File: src/rtl/gcd_stim_driver_pkg.sv
// Shared constants and types for the GCD operand stimulus driver.
package gcd_stim_driver_pkg;

  localparam int unsigned GCD_WIDTH  = 7;
  localparam int unsigned LFSR_WIDTH = 2 * GCD_WIDTH;

  // x^14 + x^13 + x^12 + x^2 + 1 -> feedback from bits 13, 12, 11, 1
  localparam logic [LFSR_WIDTH-1:0] LFSR_TAPS = 14'h3802;

  typedef enum logic [2:0] {
    S_IDLE,
    S_LOAD,
    S_WAIT,
    S_CAPTURE,
    S_DONE
  } state_t;

  function automatic logic [7:0] sat_inc8(input logic [7:0] v);
    return (v == 8'hFF) ? v : v + 8'd1;
  endfunction

endpackage

File: src/rtl/gcd_lfsr.sv
// Fibonacci LFSR producing a non-zero operand pair; steps on demand, reseeds on reset.
module gcd_lfsr
  import gcd_stim_driver_pkg::*;
#(
  parameter int unsigned           WIDTH = GCD_WIDTH,
  parameter logic [2*WIDTH-1:0]    SEED  = (2*WIDTH)'(14'h2A5)
) (
  input  logic             clk,
  input  logic             rst_n,
  input  logic             step,
  output logic [WIDTH-1:0] a_c,
  output logic [WIDTH-1:0] b_c
);

  localparam int unsigned     LW   = 2 * WIDTH;
  localparam logic [LW-1:0]   TAPS = LW'(LFSR_TAPS);

  logic [LW-1:0]    state;
  logic [WIDTH-1:0] hi;
  logic [WIDTH-1:0] lo;

  always_ff @(posedge clk) begin
    if (!rst_n) begin
      state <= SEED;
    end else if (step) begin
      state <= {state[LW-2:0], ^(state & TAPS)};
    end
  end

  assign hi = state[LW-1:WIDTH];
  assign lo = state[WIDTH-1:0];

  // The engine must never see a zero operand.
  assign a_c = (hi == '0) ? WIDTH'(1) : hi;
  assign b_c = (lo == '0) ? WIDTH'(1) : lo;

endmodule

File: src/rtl/gcd_stim_driver.sv
// Drives LFSR operand pairs into a GCD engine, waits for each result and folds it into a signature.
module gcd_stim_driver
  import gcd_stim_driver_pkg::*;
#(
  parameter int unsigned        WIDTH   = GCD_WIDTH,
  parameter int unsigned        TIMEOUT = 63,
  parameter logic [2*WIDTH-1:0] SEED    = (2*WIDTH)'(14'h2A5)
) (
  input  logic               clk,
  input  logic               rst_n,
  input  logic               start,
  input  logic [7:0]         num_ops,
  output logic               load,
  output logic [WIDTH-1:0]   a,
  output logic [WIDTH-1:0]   b,
  input  logic [WIDTH-1:0]   gcd_c,
  input  logic               gcd_done,
  output logic               busy,
  output logic               run_done,
  output logic [2*WIDTH-1:0] signature,
  output logic [7:0]         ops_done,
  output logic [7:0]         err_count
);

  state_t           state;
  logic [7:0]       num_ops_q;
  logic [7:0]       wait_cnt;
  logic [WIDTH-1:0] result_q;
  logic             timeout_q;
  logic             lfsr_step;
  logic [WIDTH-1:0] lfsr_a;
  logic [WIDTH-1:0] lfsr_b;
  logic [7:0]       ops_next;

  assign lfsr_step = (state == S_LOAD);
  assign ops_next  = ops_done + 8'd1;

  gcd_lfsr #(
    .WIDTH (WIDTH),
    .SEED  (SEED)
  ) u_lfsr (
    .clk   (clk),
    .rst_n (rst_n),
    .step  (lfsr_step),
    .a_c   (lfsr_a),
    .b_c   (lfsr_b)
  );

  always_ff @(posedge clk) begin
    if (!rst_n) begin
      state     <= S_IDLE;
      load      <= 1'b0;
      a         <= '0;
      b         <= '0;
      busy      <= 1'b0;
      run_done  <= 1'b0;
      signature <= '0;
      ops_done  <= 8'd0;
      err_count <= 8'd0;
      num_ops_q <= 8'd0;
      wait_cnt  <= 8'd0;
      result_q  <= '0;
      timeout_q <= 1'b0;
    end else begin
      load     <= 1'b0;
      run_done <= 1'b0;
      case (state)
        S_IDLE: begin
          if (start) begin
            signature <= '0;
            ops_done  <= 8'd0;
            err_count <= 8'd0;
            num_ops_q <= num_ops;
            busy      <= 1'b1;
            if (num_ops != 8'd0) begin
              state <= S_LOAD;
              load  <= 1'b1;
              a     <= lfsr_a;
              b     <= lfsr_b;
            end else begin
              state    <= S_DONE;
              run_done <= 1'b1;
            end
          end
        end
        S_LOAD: begin
          wait_cnt <= 8'd0;
          state    <= S_WAIT;
        end
        S_WAIT: begin
          // A result arriving on the final wait cycle wins over the timeout.
          if (gcd_done) begin
            result_q  <= gcd_c;
            timeout_q <= 1'b0;
            state     <= S_CAPTURE;
          end else if (wait_cnt == 8'(TIMEOUT - 1)) begin
            timeout_q <= 1'b1;
            state     <= S_CAPTURE;
          end else begin
            wait_cnt <= wait_cnt + 8'd1;
          end
        end
        S_CAPTURE: begin
          if (timeout_q) begin
            err_count <= sat_inc8(err_count);
          end else begin
            signature <= {signature[2*WIDTH-2:0], signature[2*WIDTH-1]}
                         ^ {WIDTH'(0), result_q};
            if (result_q == '0) begin
              err_count <= sat_inc8(err_count);
            end
          end
          ops_done <= ops_next;
          if (ops_next == num_ops_q) begin
            state    <= S_DONE;
            run_done <= 1'b1;
          end else begin
            state <= S_LOAD;
            load  <= 1'b1;
            a     <= lfsr_a;
            b     <= lfsr_b;
          end
        end
        S_DONE: begin
          state <= S_IDLE;
          busy  <= 1'b0;
        end
        default: begin
          state <= S_IDLE;
          busy  <= 1'b0;
        end
      endcase
    end
  end

endmodule

File: config.mk
export PLATFORM = sky130hd
export DESIGN_NAME = gcd_stim_driver
export DESIGN_NICKNAME = d
export VERILOG_FILES = /design/src/rtl/gcd_stim_driver_pkg.sv /design/src/rtl/gcd_lfsr.sv /design/src/rtl/gcd_stim_driver.sv
export SDC_FILE = /design/constraint.sdc
export NUM_CORES = 1
export LEC_CHECK = 0
export CAP_MARGIN = 20
export CORE_MARGIN = 5
export CORE_UTILIZATION = 48
export DETAILED_ROUTE_END_ITERATION = 7
export GPL_TIMING_DRIVEN = 0
export PLACE_DENSITY = 0.81
export SLEW_MARGIN = 20
export SYNTH_ARGS = -nofsm -noshare
export SYNTH_HDL_FRONTEND = slang
export SYNTH_SLANG_ARGS = --single-unit
File: constraint.sdc
create_clock -name clk -period 2.1 [get_ports clk]
set_input_delay 0.21 -clock clk [delete_from_list [all_inputs] [get_ports clk]]
set_output_delay 0.21 -clock clk [all_outputs]
set_load 0.02 [all_outputs]
==> impl_metrics.tcl <==
set metrics [dict create \
    status "finished with violations" \
    violations "negative setup slack" \
    start_util_pct 49.3 \
    syn_nets 508 \
    hpwl_mm 7.17 \
    leakagePower_nw 1.94 \
    placed_cells 655 \
    yosysUniqueCellTypes 50 \
    hold_viol_final 0 \
    arrival_ns 2.43 \
    diodes 0 \
    cp-end-kind "flop" \
    antenna_found_initial 0 \
    syn_area_per_cell_um2 8.35 \
    p_int_w 0.00266 \
    drtIter0Drc 321 \
    nets 591 \
    clockBufferDepth 2 \
    fin_setup_tns_ns -0.209 \
    synth_area_um2 4050 \
    die_x_um 102 \
    startpoint_type "flop" \
    cts-root-buf "clkbuf_8" \
    synthArstFlopShare_pct 0 \
    drive_above_1_share_pct 11.2 \
    p_per_area_nw_per_um2 694 \
    cts_sinks 88 \
    routabilityCongestion 0.913 \
    rrSetupSlack_ns -0.04 \
    synth-main-ff-cell "dfxtp_1" \
    top_level_ports 66 \
    areaGrowthSynthToFinish_pct 30.8 \
    ant_nets 0 \
    min_path_type "in -> reg" \
    num_vias 3660 \
    core-area_um2 8220 \
    syn_inst 485 \
    rsz0062_at_grt "true" \
    clk_pin_slew_worst_paths_ns 0.09 \
    setup_ws_ns -0.0370 \
    maxCapViolCount 0 \
    routed_wl_mm 10.1 \
    synth_edf_count 0 \
    p_switching_w 0.00101 \
    max_freq_ghz 0.468 \
    num_rows 33 \
    dieArea_um2 10400 \
    drt_first_pass_iters 4 \
    cts-hold-fix-buffers 0 \
    period_needed_ns 2.14 \
    mostFrequentLayoutCells "nand2_1 (121), dfxtp_1 (83), clkdlybuf4s50_1 (65)" \
    irDropWorstVdd_v 0.000349 \
    grt_max_degree 16 \
    pwr-share-comb_pct 15.5 \
    yosysWarnings 0 \
    critical_path_class "reg -> reg" \
    track_usage_pct 19.5 \
    whs_ns 0.408 \
    numCtsBuffers 9 \
    p_seq_share_pct 49.2 \
    wl_per_cell_um 15.0 \
    ys_seq_area_share_pct 43.5 \
    die_y_um 102 \
    grt_pass1_wl_mm 16.1 \
    fin_skew_ns 0.00916 \
    fin_cells 678 \
    insertion_delay_ns 0.36 \
    utilization_pct 64.4 \
    drc 0 \
    critPathMaxFanout 10 \
    p_clk_share_pct 35.3 \
    swShare_pct 27.5 \
    synth-seq-cells 88 \
    viasPerCell 5.40 \
    slew_headroom_pct 64.6 \
    fin_crit_sh_pct 102 \
    worst_pin_slew_ns 0.531 \
    layout_commonest_cell "nand2_1" \
    cts_tree "built" \
    cts_max_level 3 \
    slew_viol_final 0 \
    io_buffer_count 65 \
    required_ns 2.40 \
    grt_remaining_overflow 0 \
    grt_pass1_vias 3500 \
    setup_viol 12 \
]
[Yosys cell counts, drive strengths merged, types with 2 or more instances]
library cell / count / share of area, %
a21boi: 41 / 7.6
a21oi: 12 / 1.5
a31oi: 2 / 0.31
and2: 5 / 0.77
and3: 5 / 0.80
buf: 3 / 0.74
clkbuf: 24 / 2.2
dfxtp: 88 / 44
ha: 4 / 1.2
inv: 6 / 0.56
mux2i: 15 / 3.7
nand2: 121 / 11
nand2b: 2 / 0.31
nand3: 25 / 3.3
nand4: 7 / 1.1
nor2: 26 / 2.4
nor2b: 12 / 1.9
nor3: 11 / 1.4
nor3b: 6 / 1.1
nor4: 7 / 1.5
nor4b: 2 / 0.43
o21ai: 10 / 1.2
o22ai: 2 / 0.31
or2: 3 / 0.46
or3: 3 / 0.59
or4: 2 / 0.37
xnor2: 10 / 2.2
xor2: 17 / 3.7
[logic make-up (layout without fill, tap and decap cells)]
group,count (synthesis),count (layout),synth area share (%)
simple gates,241,241,28.4
flops,88,88,43.5
compound gates,77,77,13.8
buf+inv,33,121,3.52
xor+xnor,27,27,5.84
mux,15,15,3.71
fa+ha+maj,4,4,1.24
[sequential cells by signal, indices dropped and copies added (netlist names), 3 cells and up]
register and count:
wait_cnt 8, a 7, ops_done 8, u_lfsr.state 14, result_q 7, err_count 8
signature 14, state 3, num_ops_q 8, b 7
[through the flow]
stage / instance area, um2 / setup WS, ns / power, W
CTS: 5130 / -0.0241 / 0.00365
detailed placement: 4870 / -0.355 / 0.00236
global route: 5290 / -0.127 / 0.00382
finish: 5290 / -0.0370 / 0.00367
global placement: 4870 / -0.263 / 0.00235
floorplan: 4090 / 0.00792 / 0.00218
[per-layer routing]
metal  wire [um]  GRT usage, %  part of all wire, %  up-vias
met5           0             0                    0        -
met4         171          7.67                  1.7        0
met3         577          4.51                  5.7       17
met2        4910          32.4                   48      102
met1        4490          24.6                   44     1730
li1            -             -                    -     1811
[critical path, cell delays in order, from the launching register on]
cell and delay [ns]:
dfxtp_4 0.38, ha_4 0.20, xnor2_4 0.14, xnor2_2 0.16
nor4_4 0.33, o2111ai_4 0.21, a22oi_4 0.27, buf_12 0.18
mux2i_1 0.19
[path summary, 6_finish.rpt]
check | from | end | depth (start not counted)
worst max-delay path | ops_done[0] | a[5] | 8
worst min-delay path | gcd_c[2] | result_q[2] | 3
worst max register to register | ops_done[0] | a[5] | 8
worst min register to register | a[2] | a[2] | 2
[power groups by stage]
| stage | combinational [W] | clock, W | sequential [W] |
|---|---|---|---|
| after global routing | 0.000622 | 0.00138 | 0.00182 |
| after CTS | 0.000539 | 0.00131 | 0.00180 |
| final | 0.000571 | 0.00130 | 0.00181 |
| after global placement | 0.000512 | 0 | 0.00184 |
| after detailed placement | 0.000523 | 0 | 0.00184 |
| after floorplan | 0.000319 | 0 | 0.00186 |
[area by class of cell]
| cell class | count | area (um2) |
|---|---|---|
| tap | 105 | 131 |
| timing repair buffer | 72 | 711 |
| buffer | 27 | 133 |
| clock inverter | 7 | 93.8 |
| sequential | 88 | 1780 |
| multi-input combinational | 364 | 2300 |
| inverter | 6 | 22.5 |
| fill | 671 | 2920 |
| clock buffer | 9 | 124 |
[repair_timing]
action,CTS,global route
setup endpoints to repair,23,49
resized for setup,6,33
pin swaps,2,7
hold endpoints to repair,0,0
buffers inserted,4,3
No activity file was read; power rests on OpenSTA's default activity.
==> variant (same settings) <==
`TIMEOUT`: 63 -> 31.
--- a/src/rtl/gcd_stim_driver.sv
+++ b/src/rtl/gcd_stim_driver.sv
@@ -3,7 +3,7 @@
   import gcd_stim_driver_pkg::*;
 #(
   parameter int unsigned        WIDTH   = GCD_WIDTH,
-  parameter int unsigned        TIMEOUT = 63,
+  parameter int unsigned        TIMEOUT = 31,
   parameter logic [2*WIDTH-1:0] SEED    = (2*WIDTH)'(14'h2A5)
 ) (
   input  logic               clk,
Function: no difference found for any inputs over 10 cycles, from zero or initial values and one cycle with rst_n low; that may be too few to reach the edited logic, so the function may still have changed.
==> variant against the unedited design <==
Core utilization fell by 0.79 points; combinational power is 20% higher; power up 2.6%; synthesized area barely moved; highest routed layer unchanged; final area down 1.2%; hold slack got worse by 110 ps; setup slack better by 67 ps; die area barely moved; sequential cell count stayed put; routed wire length is 1.6% higher; clock skew increased by 4.9 ps.
==> variant: results (changes against the unedited design) <==
Status:
- Result of the run: complete, no violations (was finished with violations).

Synth:
- The synthesized area per cell is 8.568 sq um (was 8.346 sq um).
- Post-synth top cells: sky130_fd_sc_hd__nand2_1 (101), sky130_fd_sc_hd__dfxtp_1 (88), sky130_fd_sc_hd__a21boi_0 (35), sky130_fd_sc_hd__nor2_1 (31), sky130_fd_sc_hd__nand3_1 (28) (was sky130_fd_sc_hd__nand2_1 (121), sky130_fd_sc_hd__dfxtp_1 (88), sky130_fd_sc_hd__a21boi_0 (36), sky130_fd_sc_hd__nor2_1 (26), sky130_fd_sc_hd__clkbuf_1 (24)).
- The fraction of synthesis flops using an asynchronous set or reset pin is 0% (unchanged).
- Ranking of synthesized cells by area: sky130_fd_sc_hd__dfxtp_1 (44%), sky130_fd_sc_hd__nand2_1 (9.4%), sky130_fd_sc_hd__a21boi_0 (6.5%), sky130_fd_sc_hd__mux2i_1 (5.4%), sky130_fd_sc_hd__xor2_1 (4.5%) (was sky130_fd_sc_hd__dfxtp_1 (44%), sky130_fd_sc_hd__nand2_1 (11%), sky130_fd_sc_hd__a21boi_0 (6.7%), sky130_fd_sc_hd__mux2i_1 (3.7%), sky130_fd_sc_hd__xor2_1 (3.7%)).
- The net count of the mapped netlist was 495 (was 508).
- The post-synthesis sequential area ratio is 43.56% (was 43.52%).
- The area share of the largest cell type after synthesis was 43.56% (was 43.52%).

Placed design:
- The total half-perimeter wirelength after legalization and detailed placement is 7.150 mm (was 7.169 mm).
- The worst setup slack after placement is -324.0 ps (was -354.8 ps).
- The post-placement cell count is 641 (was 655).
- The count of port buffers added during placement came to 64 (was 65).
- The global placer's final weighted congestion was 0.8071 (was 0.9127).

Route:
- The vias after detailed routing came to 3577 (was 3660).
- The initial DRC count is 172 (was 321).
- The routed length per instance is 15.59 um (was 14.96 um).
- The detailed-route wire length is 10.30 mm (was 10.14 mm).

STA:
- The worst slew margin relative to its limit is 60.50% (was 64.57%).
- The final setup skew is 14.04 ps (was 9.165 ps).

Clock network:
- The clock slew at the register clock pins of the worst setup and hold paths is 90 ps (about the same).

Finish:
- The ratio of cells with drive above 1 in the final layout was 12.05% (was 11.17%).
- The final net count is 574 (was 591).

Power:
- The standby leakage power is 1.943 nW (was 1.945 nW).
- The highest ir drop seen on vdd is 0.4619 mV (was 0.3487 mV).

GRT:
- The via count of the first global-routing pass is 3397 (was 3500).
- The global-route usage over all layers was 20.07% (was 19.51%).

Critical path:
- The delay of the slowest cell on the worst path is about 370 ps.
## variant: timing repair
| action | 4_1_cts | 5_1_grt |
|---|---|---|
| gates cloned | 1 | 0 |
| gates resized for setup | 13 | 22 |
| endpoints found under the setup margin | 26 | 60 |
| buffers inserted | 7 | 0 |
| pin swaps | 6 | 9 |
## variant: cells by family after synthesis
logic type	synth area share (%)
flops	43.56
buf+inv	3.775
xor+xnor	7.364
fa+ha+maj	1.238
mux	5.446
simple gates	26.24
compound gates	12.38
## variant: metal layers
| metal | vias up | track usage (%) | part of all wire [%] |
|---|---|---|---|
| li1 | 1755 | - | - |
| met1 | 1696 | 25.14 | 41 |
| met2 | 113 | 34.36 | 49 |
| met3 | 13 | 4.201 | 7.2 |
| met4 | 0 | 6.646 | 1.9 |
| met5 | - | 0 | 0 |
## variant: worst paths after layout
kind / from / end / slack [ps]
min: rst_n / busy / 300
min reg2reg: a[1] / a[1] / 460
max reg2reg: ops_done[0] / a[3] / 30
max: ops_done[0] / a[3] / 30
## variant: power by group
group,switching [mW],total (mW),internal (mW),leakage [nW]
registers,0.0726,1.83,1.76,0.717
clock network,0.628,1.25,0.625,0.107
logic,0.385,0.687,0.301,1.12
## variant: critical path: cells and delay by family, from the launching register on
family / cells / cell delay [ps]
AND/OR/NAND/NOR: 2 / 390
AO/OA/AOI/OAI: 2 / 450
flip-flops: 1 / 370
buffers and inverters: 1 / 170
multiplexers: 1 / 230
XOR/XNOR: 1 / 100
adder cells (fa/ha/maj): 1 / 280
## variant: per-stage QoR
| step | hold WS [ps] | TNS (ps) | power [mW] | instance area [sq um] |
|---|---|---|---|---|
| 5_1_grt | 331.6 | -193.4 | 3.943 | 5229 |
| 4_1_cts | 280.3 | 0 | 3.778 | 5176 |
| 2_1_floorplan | 354.9 | 0 | 2.273 | 4051 |
| 6_report | 298.7 | 0 | 3.767 | 5229 |
| 3_5_place_dp | 453.4 | -6262 | 2.489 | 4823 |
| 3_3_place_gp | 449.3 | -4254 | 2.469 | 4823 |
## variant: final cells by class
| cell class | instances | area [sq um] | share of cell area (%) |
|---|---|---|---|
| Buffer | 25 | 132.6 | 2.536 |
| Clock buffer | 11 | 151.4 | 2.895 |
| Clock inverter | 5 | 61.31 | 1.173 |
| Inverter | 3 | 11.26 | 0.2154 |
| Multi-Input combinational cell | 353 | 2256 | 43.14 |
| Sequential cell | 88 | 1772 | 33.88 |
| Tap cell | 105 | 131.4 | 2.513 |
| Timing Repair Buffer | 71 | 713.2 | 13.64 |
